[src/rtl/usb_reg_bridge_if.sv]
// usb_reg_bridge_if: Wishbone slave side plus reg_cs/reg_ack register bus; slave = bridge, master = interconnect/target side
interface usb_reg_bridge_if;
  logic        wbs_cyc_i;
  logic        wbs_stb_i;
  logic        wbs_we_i;
  logic [10:0] wbs_adr_i;
  logic [31:0] wbs_dat_i;
  logic [3:0]  wbs_sel_i;
  logic [31:0] wbs_dat_o;
  logic        wbs_ack_o;
  logic        wbs_err_o;
  logic        reg_cs;
  logic        reg_wr;
  logic [10:0] reg_addr;
  logic [31:0] reg_wdata;
  logic [3:0]  reg_be;
  logic [31:0] reg_rdata;
  logic        reg_ack;
  logic        reg_err;
  modport slave (
    input  wbs_cyc_i, wbs_stb_i, wbs_we_i, wbs_adr_i, wbs_dat_i, wbs_sel_i, reg_rdata, reg_ack, reg_err,
    output wbs_dat_o, wbs_ack_o, wbs_err_o, reg_cs, reg_wr, reg_addr, reg_wdata, reg_be
  );
  modport master (
    output wbs_cyc_i, wbs_stb_i, wbs_we_i, wbs_adr_i, wbs_dat_i, wbs_sel_i, reg_rdata, reg_ack, reg_err,
    input  wbs_dat_o, wbs_ack_o, wbs_err_o, reg_cs, reg_wr, reg_addr, reg_wdata, reg_be
  );
endinterface

[src/rtl/usb_reg_bridge.sv]
// usb_reg_bridge: Wishbone slave (bus) to reg_cs/reg_ack bridge with ack timeout and saturating timeout count (tmo_cnt)
module usb_reg_bridge #(
  parameter int TIMEOUT = 255,
  parameter int TCNT_W  = 8
) (
  input  logic             app_clk,
  input  logic             reset_ssn,
  usb_reg_bridge_if.slave  bus,
  output logic [7:0]       tmo_cnt
);
  typedef enum logic [1:0] {IDLE, REQ, RESP} state_t;
  state_t            state;
  logic [TCNT_W-1:0] cnt;
  logic              abort;
  logic              timeout;
  logic              drop;
  logic              done;
  assign timeout = (TIMEOUT != 0) && (cnt == TCNT_W'(TIMEOUT));
  assign drop    = abort | ~bus.wbs_cyc_i;
  assign done    = bus.reg_ack | bus.reg_err | timeout;
  always_ff @(posedge app_clk or negedge reset_ssn) begin
    if (!reset_ssn) begin
      state         <= IDLE;
      cnt           <= '0;
      abort         <= 1'b0;
      tmo_cnt       <= '0;
      bus.wbs_dat_o <= '0;
      bus.wbs_ack_o <= 1'b0;
      bus.wbs_err_o <= 1'b0;
      bus.reg_cs    <= 1'b0;
      bus.reg_wr    <= 1'b0;
      bus.reg_addr  <= '0;
      bus.reg_wdata <= '0;
      bus.reg_be    <= '0;
    end else begin
      case (state)
        IDLE: if (bus.wbs_cyc_i && bus.wbs_stb_i) begin
          state         <= REQ;
          cnt           <= '0;
          abort         <= 1'b0;
          bus.reg_cs    <= 1'b1;
          bus.reg_wr    <= bus.wbs_we_i;
          bus.reg_addr  <= bus.wbs_adr_i;
          bus.reg_wdata <= bus.wbs_dat_i;
          bus.reg_be    <= bus.wbs_sel_i;
        end
        REQ: begin
          cnt <= cnt + 1'b1;
          if (!bus.wbs_cyc_i) abort <= 1'b1;
          if (done) begin
            state         <= RESP;
            bus.reg_cs    <= 1'b0;
            bus.wbs_ack_o <= bus.reg_ack & ~bus.reg_err & ~drop;
            bus.wbs_err_o <= (bus.reg_err | ~bus.reg_ack) & ~drop;
            bus.wbs_dat_o <= (bus.reg_ack && !bus.reg_err && !bus.reg_wr) ? bus.reg_rdata : '0;
            if (!bus.reg_ack && !bus.reg_err && tmo_cnt != 8'hFF) tmo_cnt <= tmo_cnt + 8'd1;
          end
        end
        RESP: begin
          state         <= IDLE;
          bus.wbs_ack_o <= 1'b0;
          bus.wbs_err_o <= 1'b0;
          bus.wbs_dat_o <= '0;
        end
        default: state <= IDLE;
      endcase
    end
  end
endmodule
[src/flat_wrapper.sv]
// flat-port wrapper written by rule: the top's interface ports become plain ports
module usb_reg_bridge_flat 
#(
  parameter int TIMEOUT = 255,
  parameter int TCNT_W  = 8
)
  (app_clk, reset_ssn, tmo_cnt, bus_wbs_cyc_i, bus_wbs_stb_i, bus_wbs_we_i, bus_wbs_adr_i, bus_wbs_dat_i, bus_wbs_sel_i, bus_reg_rdata, bus_reg_ack, bus_reg_err, bus_wbs_dat_o, bus_wbs_ack_o, bus_wbs_err_o, bus_reg_cs, bus_reg_wr, bus_reg_addr, bus_reg_wdata, bus_reg_be);
  usb_reg_bridge_if bus_i ();
  input  logic app_clk;
  input  logic reset_ssn;
  output logic [7:0] tmo_cnt;
  input wire logic [$bits(bus_i.wbs_cyc_i)-1:0] bus_wbs_cyc_i;
  input wire logic [$bits(bus_i.wbs_stb_i)-1:0] bus_wbs_stb_i;
  input wire logic [$bits(bus_i.wbs_we_i)-1:0] bus_wbs_we_i;
  input wire logic [$bits(bus_i.wbs_adr_i)-1:0] bus_wbs_adr_i;
  input wire logic [$bits(bus_i.wbs_dat_i)-1:0] bus_wbs_dat_i;
  input wire logic [$bits(bus_i.wbs_sel_i)-1:0] bus_wbs_sel_i;
  input wire logic [$bits(bus_i.reg_rdata)-1:0] bus_reg_rdata;
  input wire logic [$bits(bus_i.reg_ack)-1:0] bus_reg_ack;
  input wire logic [$bits(bus_i.reg_err)-1:0] bus_reg_err;
  output wire logic [$bits(bus_i.wbs_dat_o)-1:0] bus_wbs_dat_o;
  output wire logic [$bits(bus_i.wbs_ack_o)-1:0] bus_wbs_ack_o;
  output wire logic [$bits(bus_i.wbs_err_o)-1:0] bus_wbs_err_o;
  output wire logic [$bits(bus_i.reg_cs)-1:0] bus_reg_cs;
  output wire logic [$bits(bus_i.reg_wr)-1:0] bus_reg_wr;
  output wire logic [$bits(bus_i.reg_addr)-1:0] bus_reg_addr;
  output wire logic [$bits(bus_i.reg_wdata)-1:0] bus_reg_wdata;
  output wire logic [$bits(bus_i.reg_be)-1:0] bus_reg_be;
  assign bus_i.wbs_cyc_i = bus_wbs_cyc_i;
  assign bus_i.wbs_stb_i = bus_wbs_stb_i;
  assign bus_i.wbs_we_i = bus_wbs_we_i;
  assign bus_i.wbs_adr_i = bus_wbs_adr_i;
  assign bus_i.wbs_dat_i = bus_wbs_dat_i;
  assign bus_i.wbs_sel_i = bus_wbs_sel_i;
  assign bus_i.reg_rdata = bus_reg_rdata;
  assign bus_i.reg_ack = bus_reg_ack;
  assign bus_i.reg_err = bus_reg_err;
  assign bus_wbs_dat_o = bus_i.wbs_dat_o;
  assign bus_wbs_ack_o = bus_i.wbs_ack_o;
  assign bus_wbs_err_o = bus_i.wbs_err_o;
  assign bus_reg_cs = bus_i.reg_cs;
  assign bus_reg_wr = bus_i.reg_wr;
  assign bus_reg_addr = bus_i.reg_addr;
  assign bus_reg_wdata = bus_i.reg_wdata;
  assign bus_reg_be = bus_i.reg_be;
  usb_reg_bridge #(.TIMEOUT(TIMEOUT), .TCNT_W(TCNT_W)) u_core (.app_clk(app_clk), .reset_ssn(reset_ssn), .bus(bus_i), .tmo_cnt(tmo_cnt));
endmodule
[config.mk]
export PLATFORM = sky130hd
export DESIGN_NAME = usb_reg_bridge_flat
export DESIGN_NICKNAME = d
export VERILOG_FILES = /design/src/rtl/usb_reg_bridge_if.sv /design/src/rtl/usb_reg_bridge.sv /design/src/flat_wrapper.sv
export SDC_FILE = /design/constraint.sdc
export NUM_CORES = 1
export LEC_CHECK = 0
export ABC_AREA = 1
export ABC_CLOCK_PERIOD_IN_PS = 2100
export CELL_PAD_IN_SITES_DETAIL_PLACEMENT = 1
export CELL_PAD_IN_SITES_GLOBAL_PLACEMENT = 2
export CORE_MARGIN = 5
export CORE_UTILIZATION = 26
export DETAILED_ROUTE_END_ITERATION = 10
export PLACE_DENSITY = 0.89
export SLEW_MARGIN = 20
export SYNTH_ARGS = -nofsm -noshare
export SYNTH_HDL_FRONTEND = slang
export SYNTH_SLANG_ARGS = --single-unit
[constraint.sdc]
create_clock -name app_clk -period 2.1 [get_ports app_clk]
set_input_delay 0.42 -clock app_clk [delete_from_list [all_inputs] [get_ports app_clk]]
set_output_delay 0.42 -clock app_clk [all_outputs]
set_load 0.05 [all_outputs]
# Word-level counts from Yosys, hierarchy flattened
# Cells that the tools add are included.
# totals
reg_bits	102
in_bits	86
out_inout_bits	91
wordCells	68
# classes
n_addsub	2
eq_ne	7
mux	18
bitwise_logic	11
reduce_logical	18
# ops
operator	n
$mux W32	2
$pmux W32 S2	1
$add A8 B1 Y8 const B	2
$pmux W8 S2	1
$reduce_and A3 Y1	3
$eq A8 B8 Y1 const B	1
$mux W8	1
$ne A8 B8 Y1 const B	1
$pmux W1 S2	4
$reduce_and A2 Y1	4
$mux W1	6
$logic_and A1 B1 Y1	5
$mux W2	2
$ne A2 B1 Y1 const B	2
$not A1 Y1	4
$or A1 B1 Y1	4
$pmux W2 S2	1
$reduce_bool A2 Y1	2
$and A1 B1 Y1	3
$logic_not A1 Y1	3
$eq A2 B1 Y1 const B	1
$eq A2 B2 Y1 const B	1
$logic_not A2 Y1	1
$ne A2 B2 Y1 const B	1

# Depth between registers and ports, before layout
# logic_depth
ltp_word	6
ltp_mapped	9
mapped_depth_nobuf	9

# Worst setup path before layout
# OpenSTA, ideal clock, no wires.
# synth_path
kind	register to register
startpoint	register u_core.tmo_cnt[1]
endpoint	register u_core.tmo_cnt[2]
arrival_ns	1.494
required_ns	1.980
setup_slack_ns	0.486
path_stages_with_launch	9
path_buffers	0
path_cell_list	dfrtp_1 -> ha_1 -> nand2_1 -> nor2_1 -> nand2_1 -> nand2_1 -> nor2_2 -> nand3_1 -> nand2_1
# synth_between
elab_chain_cells	3
# synth_rtl
item	line_no	text
from (decl)	usb_reg_bridge.sv:9	output logic [7:0] tmo_cnt
from (signal assigned)	usb_reg_bridge.sv:56	if (!bus.reg_ack && !bus.reg_err && tmo_cnt != 8'hFF) tmo_cnt <= tmo_cnt + 8'd1;
branches (longest 3 deep; another with $add A8 B1 Y8)	--	
# Several ways; the timed one is not identified.
# A chain may end at the register's enable or synchronous reset.

# Final worst setup path
# layout_path
startpoint	register u_core.tmo_cnt[3]
endpoint	output tmo_cnt[3]
# layout_lines
item	line_no	text
to (decl)	flat_wrapper.sv:11	output logic [7:0] tmo_cnt;
# No word-level cell between the ends.

==> out/summary.md <==
* number of non-filler instances in the completed layout: 899
* count of final max-slew check failures: 0
* proportion of netlist area held by the largest area contributor: 0.591
* crit path capture type: output port
* final-layout setup total negative slack: 0 ps
* CTS H-Tree Depth: 3
* number of synthesized flops with an enable pin: 0
* relative slew slack: 0.632
* Area growth, synth to finish: 54.1%
* final critical path time including I/O delays and setup: 2020 ps
* worst endpoint data arrival time: 1600 ps
* # DRC: 0
* kind of cell with the highest combined delay on the critical path: buffers and inverters
* share of final-layout standard cells stronger than drive strength 1: 0.0751
* Post-Route Utilization: 0.406
* vias in the first global route: 4,381
* total grt overflow: 0
* count of input and output buffers: 176
* cell with the largest stage delay on the worst path: clkdlybuf4s50_1
* synthesized flop and latch total: 102
* Avg WL per Cell: 15.1 µm
* share of synthesized registers carrying an async set or reset: 1.00
* post-layout net count: 762
* Hold WC Path Type: in -> async
* Leak: 3.26 nW
* gpl congestion: 0.740
* clock insertion delay at the later pin of the skew report: 340 ps
* endpoints failing hold: 0
* global-route wire length before repair: 22,900 µm
* cell total after placement: 883
* sequential area share after synthesis: 0.591
* required time of the critical path: 1680 ps
* Post-Route Skew: 5.99 ps
* delay contributed by the slowest stage of the critical path: 840 ps
* core area: 16,400 µm²
* pin slew with the least headroom to its limit: 550 ps
* total inserted antenna cells: 0
* initial antenna violation count: 0
* DIE WIDTH: 139 µm
* post-detail-place hpwl: 10,200 µm
* buffer type at the clock tree root: clkbuf_16
* drt first-iter violations: 123
* count of vias placed by the detailed router: 3,892
* die boundary height: 139 µm
* clk sink count: 102
* clock edge transition at the registers on the reported setup and hold paths: 70 ps
* ratio of total power to cell area: 1020 nW/µm²
* worst voltage drop across the vdd grid: 0.445 mV
* net count after synthesis: 588
* count of hold buffers inserted by post-cts repair: 0
* Mapped Cells: 500
* Initial DRT Pass Iterations: 4
* number of violations of the max-capacitance limit: 0
* clock tree from TritonCTS: done
* Mapped Area: 4320 µm²
* number of rows created at floorplan: 47
* Setup Fix Bufs, Post-CTS: 0
* number of buffers and inverters on the critical path: 1
* status: complete, no violations
* average instance area after synthesis: 8.63 µm²
* Total Wirelength: 13,600 µm
* flip-flop cell with the highest count after synthesis: dfrtp_1
* effective utilization at floorplan: 0.263
* Ys Warns: 0
* number of top-level pins: 177
* final setup violation count: 0
* unrepaired setup endpoints after global routing: false
* Setup WS post-layout: 77.3 ps
* crit-path max FO: 4
* number of buffers on the longest clock path: 2
* fraction of the cycle the final worst path needs: 0.963
* Detail Route Antenna Nets: 0
* cell taking the most area after synthesis: dfrtp_1
* distinct cell type count after synthesis: 25
* critical path, cell by cell: clkdlybuf4s50_1
* leading cell types by total area after synthesis: dfrtp_1, nand2_1, nand3_1
* highest clock rate: 494 MHz
* Via-to-Cell Ratio: 4.33
* Worst Setup Slack post-DPL: 204 ps
* Setup crit start kind: register
* total routing usage reported by global routing: 0.144
* number of buffers created by CTS: 9
* kind of critical path: reg -> out
* pin count of the biggest net entering global routing: 56
* overall die area: 19,300 µm²
==> what timing repair did <==
action                                 in CTS  in global routing
resized for setup                           0                  1
endpoints found under the hold margin       0                  0
setup endpoints to repair                   0                  1
==> where the power goes <==
group / total, mW / internal, mW / switching (mW)
Sequential: 2.54 / 2.30 / 0.239
Combinational: 2.50 / 0.849 / 1.66
Clock: 1.76 / 1.02 / 0.736
Total: 6.80 / 4.17 / 2.63
==> area by class of cell <==
type	instances	area, µm²
Timing Repair Buffer	185	1880
Sequential cell	102	2550
Clock inverter	4	51.3
Inverter	22	82.6
Clock buffer	12	267
Fill cell	1878	9750
Multi-Input combinational cell	354	1540
Tap cell	220	275
==> sequential cells by signal (all words and copies together) (netlist names), 2 cells and up <==
register and cells:
u_core.bus.reg_wdata 32, u_core.bus.wbs_dat_o 32, u_core.bus.reg_addr 11, u_core.cnt 8
u_core.tmo_cnt 8, u_core.bus.reg_be 4, u_core.state 2
==> metrics by stage <==
step	power [mW]	cell area, µm²	hold slack, ps
floorplan	4.07	4320	124
global placement	5.05	6330	436
detailed placement	5.12	6330	449
CTS	6.93	6650	69.3
global route	7.18	6650	81.6
finish	6.80	6650	56.8
==> placed cells by master, fill, tap and decap left out, drive strengths merged, types with 2 or more instances in the layout <==
cell           synthesis  final
o21ai                  7      7
nor2                  16     16
clkdlybuf4s50          0    171
a21oi                  2      2
clkbuf                 1     12
dfrtp                102    102
ha                     2      2
xor2                   3      3
inv                   22     23
nand3                 51     51
buf                   21     13
nand4                  4      4
nand2                264    264
==> path summary, 6_finish.rpt <==
path,slack (ps),endpoint,startpoint,cells after the start
min in group app_clk,480,u_core.bus.reg_wdata[4]$_DFFE_PN0P_,u_core.bus.reg_wdata[4]$_DFFE_PN0P_,2
max reg2reg,500,u_core.bus.wbs_dat_o[19]$_DFFE_PN0P_,u_core.state[1]$_DFFE_PN0P_,8
max in group asynchronous,1380,u_core.bus.reg_wr$_DFFE_PN0P_,reset_ssn,2
min reg2reg,480,u_core.bus.reg_wdata[4]$_DFFE_PN0P_,u_core.bus.reg_wdata[4]$_DFFE_PN0P_,2
max,80,tmo_cnt[3],u_core.tmo_cnt[3]$_DFFE_PN0P_,1
min,60,u_core.bus.wbs_dat_o[15]$_DFFE_PN0P_,reset_ssn,1
==> layer usage <==
| metal | wire [µm] | vias up | track usage |
|---|---|---|---|
| met3 | 826 | 12 | 0.0466 |
| met1 | 5670 | 1886 | 0.167 |
| met2 | 6910 | 102 | 0.255 |
| li1 | - | 1892 | - |
| met4 | 182 | 0 | 0.0417 |
| met5 | 0 | - | 0 |
==> cell usage after synthesis, types with 3 or more instances <==
master	number
nand2_1	261
o21ai_0	7
xor2_1	3
nand4_1	3
dfrtp_1	102
buf_2	13
nor2_1	15
nand3_1	40
buf_6	3
buf_4	5
inv_1	16
nand3_2	11
inv_2	6
==> cells by family (layout without fill, tap and decap cells) <==
group           count (synthesis)  count (layout)  synth area share
simple gates                  337             337             0.329
mux                             1               1           0.00232
xor+xnor                        4               4           0.00812
flops                         102             102             0.591
compound gates                 10              10            0.0119
fa+ha+maj                       2               2           0.00580
buf+inv                        44             223            0.0516
No activity file was read; power rests on OpenSTA's default activity.
